==> src/rtl/drac_pkg.sv <==
// Shared CSR interface types and the commit-side CSR sequencer state encoding.
package drac_pkg;

  typedef logic [63:0] bus64_t;

  typedef enum logic [2:0] {
    CSR_CMD_NOPE  = 3'd0,
    CSR_CMD_WRITE = 3'd1,
    CSR_CMD_SET   = 3'd2,
    CSR_CMD_CLEAR = 3'd3,
    CSR_CMD_READ  = 3'd4
  } csr_cmd_t;

  typedef struct packed {
    logic [11:0] csr_rw_addr;
    csr_cmd_t    csr_rw_cmd;
    bus64_t      csr_rw_data;
    logic [1:0]  csr_retire;
    logic        csr_xcpt;
    bus64_t      csr_xcpt_cause;
    bus64_t      csr_pc;
  } req_cpu_csr_t;

  typedef struct packed {
    bus64_t csr_rw_rdata;
    logic   csr_replay;
    logic   csr_exception;
  } resp_csr_cpu_t;

  typedef enum logic [2:0] {
    IDLE,
    ISSUE,
    WAIT,
    BACKOFF,
    DONE
  } csr_seq_state_t;

endpackage

==> src/rtl/csr_commit_seq.sv <==
// Sequences one commit-side CSR access at a time: issue, wait, replay with backoff,
// then report completion (rdata/exception) back to commit.
module csr_commit_seq
  import drac_pkg::*;
#(
  parameter int unsigned MAX_REPLAY   = 4,
  parameter int unsigned REPLAY_DELAY = 2,
  parameter int unsigned RESP_TIMEOUT = 64
) (
  input  logic          clk_i,
  input  logic          rstn_i,
  input  logic          flush_i,
  input  logic          csr_ena_int_i,
  input  req_cpu_csr_t  req_cpu_csr_i,
  output req_cpu_csr_t  req_cpu_csr_o,
  output logic          csr_req_valid_o,
  input  logic          csr_req_ready_i,
  input  logic          resp_valid_i,
  input  resp_csr_cpu_t resp_csr_cpu_i,
  output logic          commit_stall_o,
  output bus64_t        csr_rdata_o,
  output logic          csr_done_o,
  output logic          csr_xcpt_o,
  output logic          replay_limit_o,
  output logic          timeout_o
);

  localparam int unsigned RCW = $clog2(MAX_REPLAY + 1);
  localparam int unsigned TW  = $clog2(RESP_TIMEOUT);
  localparam logic [RCW-1:0] REPLAY_MAX   = RCW'(MAX_REPLAY);
  localparam logic [TW-1:0]  TIMER_LAST   = TW'(RESP_TIMEOUT - 1);
  localparam logic [TW-1:0]  BACKOFF_LAST = TW'(REPLAY_DELAY - 1);

  csr_seq_state_t state_q, state_d;
  req_cpu_csr_t   req_q, req_d, issue_req;
  logic [RCW-1:0] replay_cnt_q, replay_cnt_d;
  logic [TW-1:0]  timer_q, timer_d, timer_inc;
  bus64_t         rdata_q, rdata_d;
  logic           xcpt_q, xcpt_d;

  always_ff @(posedge clk_i or negedge rstn_i) begin
    if (!rstn_i) begin
      state_q      <= IDLE;
      req_q        <= '0;
      replay_cnt_q <= '0;
      timer_q      <= '0;
      rdata_q      <= '0;
      xcpt_q       <= 1'b0;
    end else begin
      state_q      <= state_d;
      req_q        <= req_d;
      replay_cnt_q <= replay_cnt_d;
      timer_q      <= timer_d;
      rdata_q      <= rdata_d;
      xcpt_q       <= xcpt_d;
    end
  end

  assign csr_rdata_o = rdata_q;
  assign timer_inc   = (timer_q == '1) ? timer_q : timer_q + TW'(1);

  always_comb begin
    state_d         = state_q;
    req_d           = req_q;
    replay_cnt_d    = replay_cnt_q;
    timer_d         = timer_q;
    rdata_d         = rdata_q;
    xcpt_d          = xcpt_q;
    req_cpu_csr_o   = '0;
    csr_req_valid_o = 1'b0;
    commit_stall_o  = 1'b0;
    csr_done_o      = 1'b0;
    csr_xcpt_o      = 1'b0;
    replay_limit_o  = 1'b0;
    timeout_o       = 1'b0;
    // Retirement is only ever reported from DONE.
    issue_req            = req_q;
    issue_req.csr_retire = 2'b00;

    unique case (state_q)
      IDLE: begin
        req_cpu_csr_o = req_cpu_csr_i;
        replay_cnt_d  = '0;
        timer_d       = '0;
        if (csr_ena_int_i && !flush_i) begin
          req_cpu_csr_o  = '0;
          commit_stall_o = 1'b1;
          req_d          = req_cpu_csr_i;
          state_d        = ISSUE;
        end
      end
      ISSUE: begin
        req_cpu_csr_o   = issue_req;
        csr_req_valid_o = 1'b1;
        commit_stall_o  = 1'b1;
        if (csr_req_ready_i) begin
          timer_d = '0;
          state_d = WAIT;
        end
      end
      WAIT: begin
        req_cpu_csr_o  = issue_req;
        commit_stall_o = 1'b1;
        timer_d        = timer_inc;
        if (resp_valid_i) begin
          if (!resp_csr_cpu_i.csr_replay) begin
            rdata_d = resp_csr_cpu_i.csr_rw_rdata;
            xcpt_d  = resp_csr_cpu_i.csr_exception;
            state_d = DONE;
          end else begin
            replay_cnt_d = (replay_cnt_q == REPLAY_MAX) ? replay_cnt_q
                                                        : replay_cnt_q + RCW'(1);
            if (replay_cnt_q < REPLAY_MAX) begin
              timer_d = '0;
              state_d = BACKOFF;
            end else begin
              replay_limit_o = 1'b1;
              state_d        = IDLE;
            end
          end
        end else if (timer_q == TIMER_LAST) begin
          timeout_o = 1'b1;
          state_d   = IDLE;
        end
      end
      BACKOFF: begin
        req_cpu_csr_o  = issue_req;
        commit_stall_o = 1'b1;
        if (timer_q == BACKOFF_LAST) begin
          timer_d = '0;
          state_d = ISSUE;
        end else begin
          timer_d = timer_inc;
        end
      end
      DONE: begin
        req_cpu_csr_o            = req_q;
        req_cpu_csr_o.csr_retire = 2'b01;
        req_cpu_csr_o.csr_rw_cmd = CSR_CMD_NOPE;
        csr_done_o               = 1'b1;
        csr_xcpt_o               = xcpt_q;
        state_d                  = IDLE;
      end
      default: state_d = IDLE;
    endcase

    // A flush kills the access outright: nothing completes, nothing is captured.
    if (flush_i) begin
      state_d        = IDLE;
      replay_cnt_d   = '0;
      timer_d        = '0;
      rdata_d        = rdata_q;
      xcpt_d         = xcpt_q;
      csr_done_o     = 1'b0;
      csr_xcpt_o     = 1'b0;
      replay_limit_o = 1'b0;
      timeout_o      = 1'b0;
      if (state_q == DONE) req_cpu_csr_o = '0;
    end

    // Keep the bypass path quiet while reset is asserted.
    if (!rstn_i) begin
      req_cpu_csr_o   = '0;
      csr_req_valid_o = 1'b0;
      commit_stall_o  = 1'b0;
      csr_done_o      = 1'b0;
      csr_xcpt_o      = 1'b0;
      replay_limit_o  = 1'b0;
      timeout_o       = 1'b0;
    end
  end

endmodule

==> config.mk <==
export PLATFORM = sky130hd
export DESIGN_NAME = csr_commit_seq
export DESIGN_NICKNAME = d
export VERILOG_FILES = /design/src/rtl/drac_pkg.sv /design/src/rtl/csr_commit_seq.sv
export SDC_FILE = /design/constraint.sdc
export NUM_CORES = 1
export LEC_CHECK = 0
export ABC_CLOCK_PERIOD_IN_PS = 1900
export CAP_MARGIN = 20
export CORE_AREA = 4 4 218 220
export DETAILED_ROUTE_END_ITERATION = 10
export DIE_AREA = 0 0 222 224
export PLACE_DENSITY = 0.7
export SETUP_SLACK_MARGIN = 0.4
export SYNTH_ARGS = -nofsm -noshare
export SYNTH_HDL_FRONTEND = slang
export SYNTH_SLANG_ARGS = --single-unit
==> constraint.sdc <==
create_clock -name clk_i -period 1.9 [get_ports clk_i]
set_clock_uncertainty 0.1 [all_clocks]
set_input_delay 0.285 -clock clk_i [delete_from_list [all_inputs] [get_ports clk_i]]
set_output_delay 0.285 -clock clk_i [all_outputs]
set_load 0.05 [all_outputs]
==> metrics.md <==
| Metric | Value |
|---|---|
| Worst VDD drop | `0.8767 mV` |
| Die H | `224 um` |
| Number of synthesized flops with an enable pin | `0` |
| CTS Sinks | `285` |
| FILL cells | `3,269` |
| Most frequent cell after synthesis | `dfrtp_1` |
| Syn_nets | `1,673` |
| Detailed-route via count | `14,160` |
| Startpoint types | `register` |
| Critical Path End Type | `output pin` |
| Post-route DRC violation count | `0` |
| Critical-path maximum fanout | `10` |
| Port buffer count | `561` |
| Clk slew on worst S/H paths | `0.06 ns` |
| Critical path required time | `1.51 ns` |
| Clock latency on the worst-skew pair | `0.54 ns` |
| Vias in the first global route | `15,000` |
| Mapped Area | `0.01425 mm2` |
| Wire per inst | `23.96 um` |
| Max Cap Viol | `0` |
| Final instance area | `0.02876 mm2` |
| Register bit total from synthesis | `285` |
| Final Cycle Share | `1.454` |
| CTS tree | `built` |
| Post-synth top area cell | `dfrtp_1` |
| Maximum clock path buffer count | `3` |
| Setup Slack @ Placement | `-0.5591 ns` |
| Worst setup margin | `-0.8624 ns` |
| RSZ-0062 raised after global routing | `true` |
| Main synth FF type | `dfrtp_1` |
| Num ports | `562` |
| Achievable Freq | `362.0 MHz` |
| FP Rows | `78` |
| Die ar. | `0.04973 mm2` |
| Leakage | `11.79 nW` |
| CTS buffer count | `36` |
| Total power | `28.49 mW` |
| Area Growth Syn to Fin | `101.8%` |
| Least-Margin Pin Slew | `0.8558 ns` |
| Placed Area | `0.02535 mm2` |
| Setup TNS | `-229.13 ns` |
| GRT Util Overall | `0.2238` |
| Power density cells | `990.7 mW/mm2` |
| Final Hold Viols | `0` |
| Pre-antenna DRT Iters | `5` |
| Pin count of the biggest net entering global routing | `124` |
| Global-route wire length before repair | `89.10 mm` |
| Final setup fails | `526` |
| R2r setup slk | `-0.32 ns` |
| Post-synthesis cell count | `1,387` |
| FF+latch area | `0.007132 mm2` |
| Min cycle time layout | `2.762 ns` |
| Starting Density | `0.3147` |
| Final Wtd Congestion | `0.8456` |
| Post-DRT Antenna Nets | `0` |
| Mapped Avg Cell Area | `10.27 um2` |
| Status | `complete, but fails checks` |
| Ys async rst share | `1.000` |
| DP HPWL | `40.81 mm` |
| Hold Path Class | `in -> async` |
| Antenna violations before repair | `2` |
| Synth unique cells | `44` |
| Root buffer cell | `clkbuf_16` |
| Via density | `5.276` |
| Die Width | `222 um` |
| Area share of the largest cell type after synthesis | `0.5004` |
| H-tree Lvls | `2` |
| Sequential-to-total area share from yosys stat | `0.5004` |
| CP arrival | `2.38 ns` |
| Share of layout cells above drive strength 1 | `0.5206` |
| Violated checks | `setup timing` |
| Grt total ovfl | `0` |
| Core Box Area | `0.04528 mm2` |
| 1st-iter DRT viols | `823` |
| Multi-input logic area | `0.009341 mm2` |
| Routed wire length | `64.30 mm` |
| Top cells by instance count after synthesis | `dfrtp_1, mux2_2, nand2_1, a21oi_1, nand3_1` |
| Max Slew Vio Count | `0` |
| Top post-synthesis cells by area | `dfrtp_1, mux2_2, a21oi_1, nand3_1, nand2_1` |
| # diodes | `0` |
| Kind of critical path | `reg -> out` |
| Max transition margin | `0.4294` |
| Synth warnings | `0` |
| Final #Nets | `2,348` |
layout make-up:
type / instances / share of cell area
well taps: 600 / 0.02611
flip-flops and latches: 285 / 0.2480
clock inverters: 13 / 0.008659
repair buffers: 755 / 0.3572
inverters: 8 / 0.001044
multi-input cells: 976 / 0.3248
clock buffers: 47 / 0.03416
repair_timing:
action	in CTS	in global routing
hold endpoints to repair	197	0
buffers inserted	14	12
endpoints found under the setup margin	565	610
gates resized for setup	86	196
hold buffers	2	0
pin swaps	18	68
cloned	6	23
layer usage:
metal | track usage | part of all wire | vias to the layer above
met2 | 0.3887 | 0.51 | 556
met1 | 0.2659 | 0.38 | 7182
met5 | 0 | 0.00031 | -
met3 | 0.06709 | 0.073 | 149
met4 | 0.07683 | 0.036 | 4
li1 | - | - | 6269
path summary, 6_finish.rpt:
check	end	start	depth (start not counted)
setup / recovery	req_cpu_csr_o[89]	state_q[0]$_DFFE_PN0P_	8
hold / removal	timer_q[0]$_DFFE_PN0P_	rstn_i	3
setup reg to reg	issue_req[112]$_DFFE_PN0P_	state_q[0]$_DFFE_PN0P_	7
hold reg to reg	csr_rdata_o[60]$_DFFE_PN0P_	csr_rdata_o[60]$_DFFE_PN0P_	1
max in group asynchronous	csr_rdata_o[24]$_DFFE_PN0P_	rstn_i	4
min in group clk_i	csr_rdata_o[60]$_DFFE_PN0P_	resp_csr_cpu_i[62]	2
kinds of logic (layout without fill, tap and decap cells):
kind of cell               count (synthesis)  in the layout  share of synthesized area
AOI/OAI and AO/OA                        238            238                    0.08832
and+or+nand+nor                          457            458                     0.1453
buffers and inverters                    127            823                    0.04469
adders and majority gates                  4              4                   0.003512
DFF                                      285            285                     0.5004
xor gates and xnor gates                   1              1                  0.0006147
muxes                                    275            275                     0.2171
sequential cells by signal, indices dropped and copies added (netlist names):
register / flops
replay_cnt_q: 3
issue_req: 208
csr_rdata_o: 64
timer_q: 6
state_q: 3
xcpt_q: 1
critical path: stages, from the launching register on:
cell	delay, ns
dfrtp_1	0.39
or2_4	0.29
nor2_4	0.17
buf_12	0.18
buf_4	0.18
nand3_1	0.12
a21oi_2	0.20
buf_4	0.15
buf_12	0.13
metrics by stage:
| step | hold slack, ns | util | cells |
|---|---|---|---|
| 2_1_floorplan | -0.1106 | - | 1387 |
| 3_3_place_gp | 0.1390 | 0.5597 | 2567 |
| 3_5_place_dp | 0.1419 | 0.5597 | 2567 |
| 4_1_cts | 0.06260 | 0.6014 | 2649 |
| 5_1_grt | 0.1781 | 0.6350 | 2684 |
| 6_report | 0.1283 | 0.6350 | 2684 |
power by group:
part           leakage [nW]  switching [mW]  total (mW)  internal (mW)
Clock                 0.603            2.76        7.24           4.48
Combinational          7.71            6.81        12.9           6.11
Sequential             3.47           0.850        8.33           7.48
Total                  11.8            10.4        28.5           18.1
cell usage in the layout (no fill, tap or decap), types with 3 or more instances in the layout:
cell type / count
dfrtp_1: 285
buf_12: 258
nand3_2: 19
nor2_4: 14
buf_4: 136
mux2_4: 110
inv_1: 8
o21ai_0: 8
a22oi_2: 6
a21oi_4: 115
a21oi_2: 81
bufinv_16: 6
clkbuf_1: 7
nand2_2: 23
clkdlybuf4s50_1: 309
nand3_1: 150
nor2_1: 8
clkbuf_8: 4
nand3_4: 31
clkbuf_16: 49
buf_16: 13
a21oi_1: 8
mux2_2: 163
nand2_4: 8
a22oi_1: 5
buf_6: 19
nand2_1: 174
clkinv_2: 3
ha_1: 4
nand3b_1: 3
nor2b_1: 3
buf_8: 5
No activity file was read; power rests on OpenSTA's default activity.
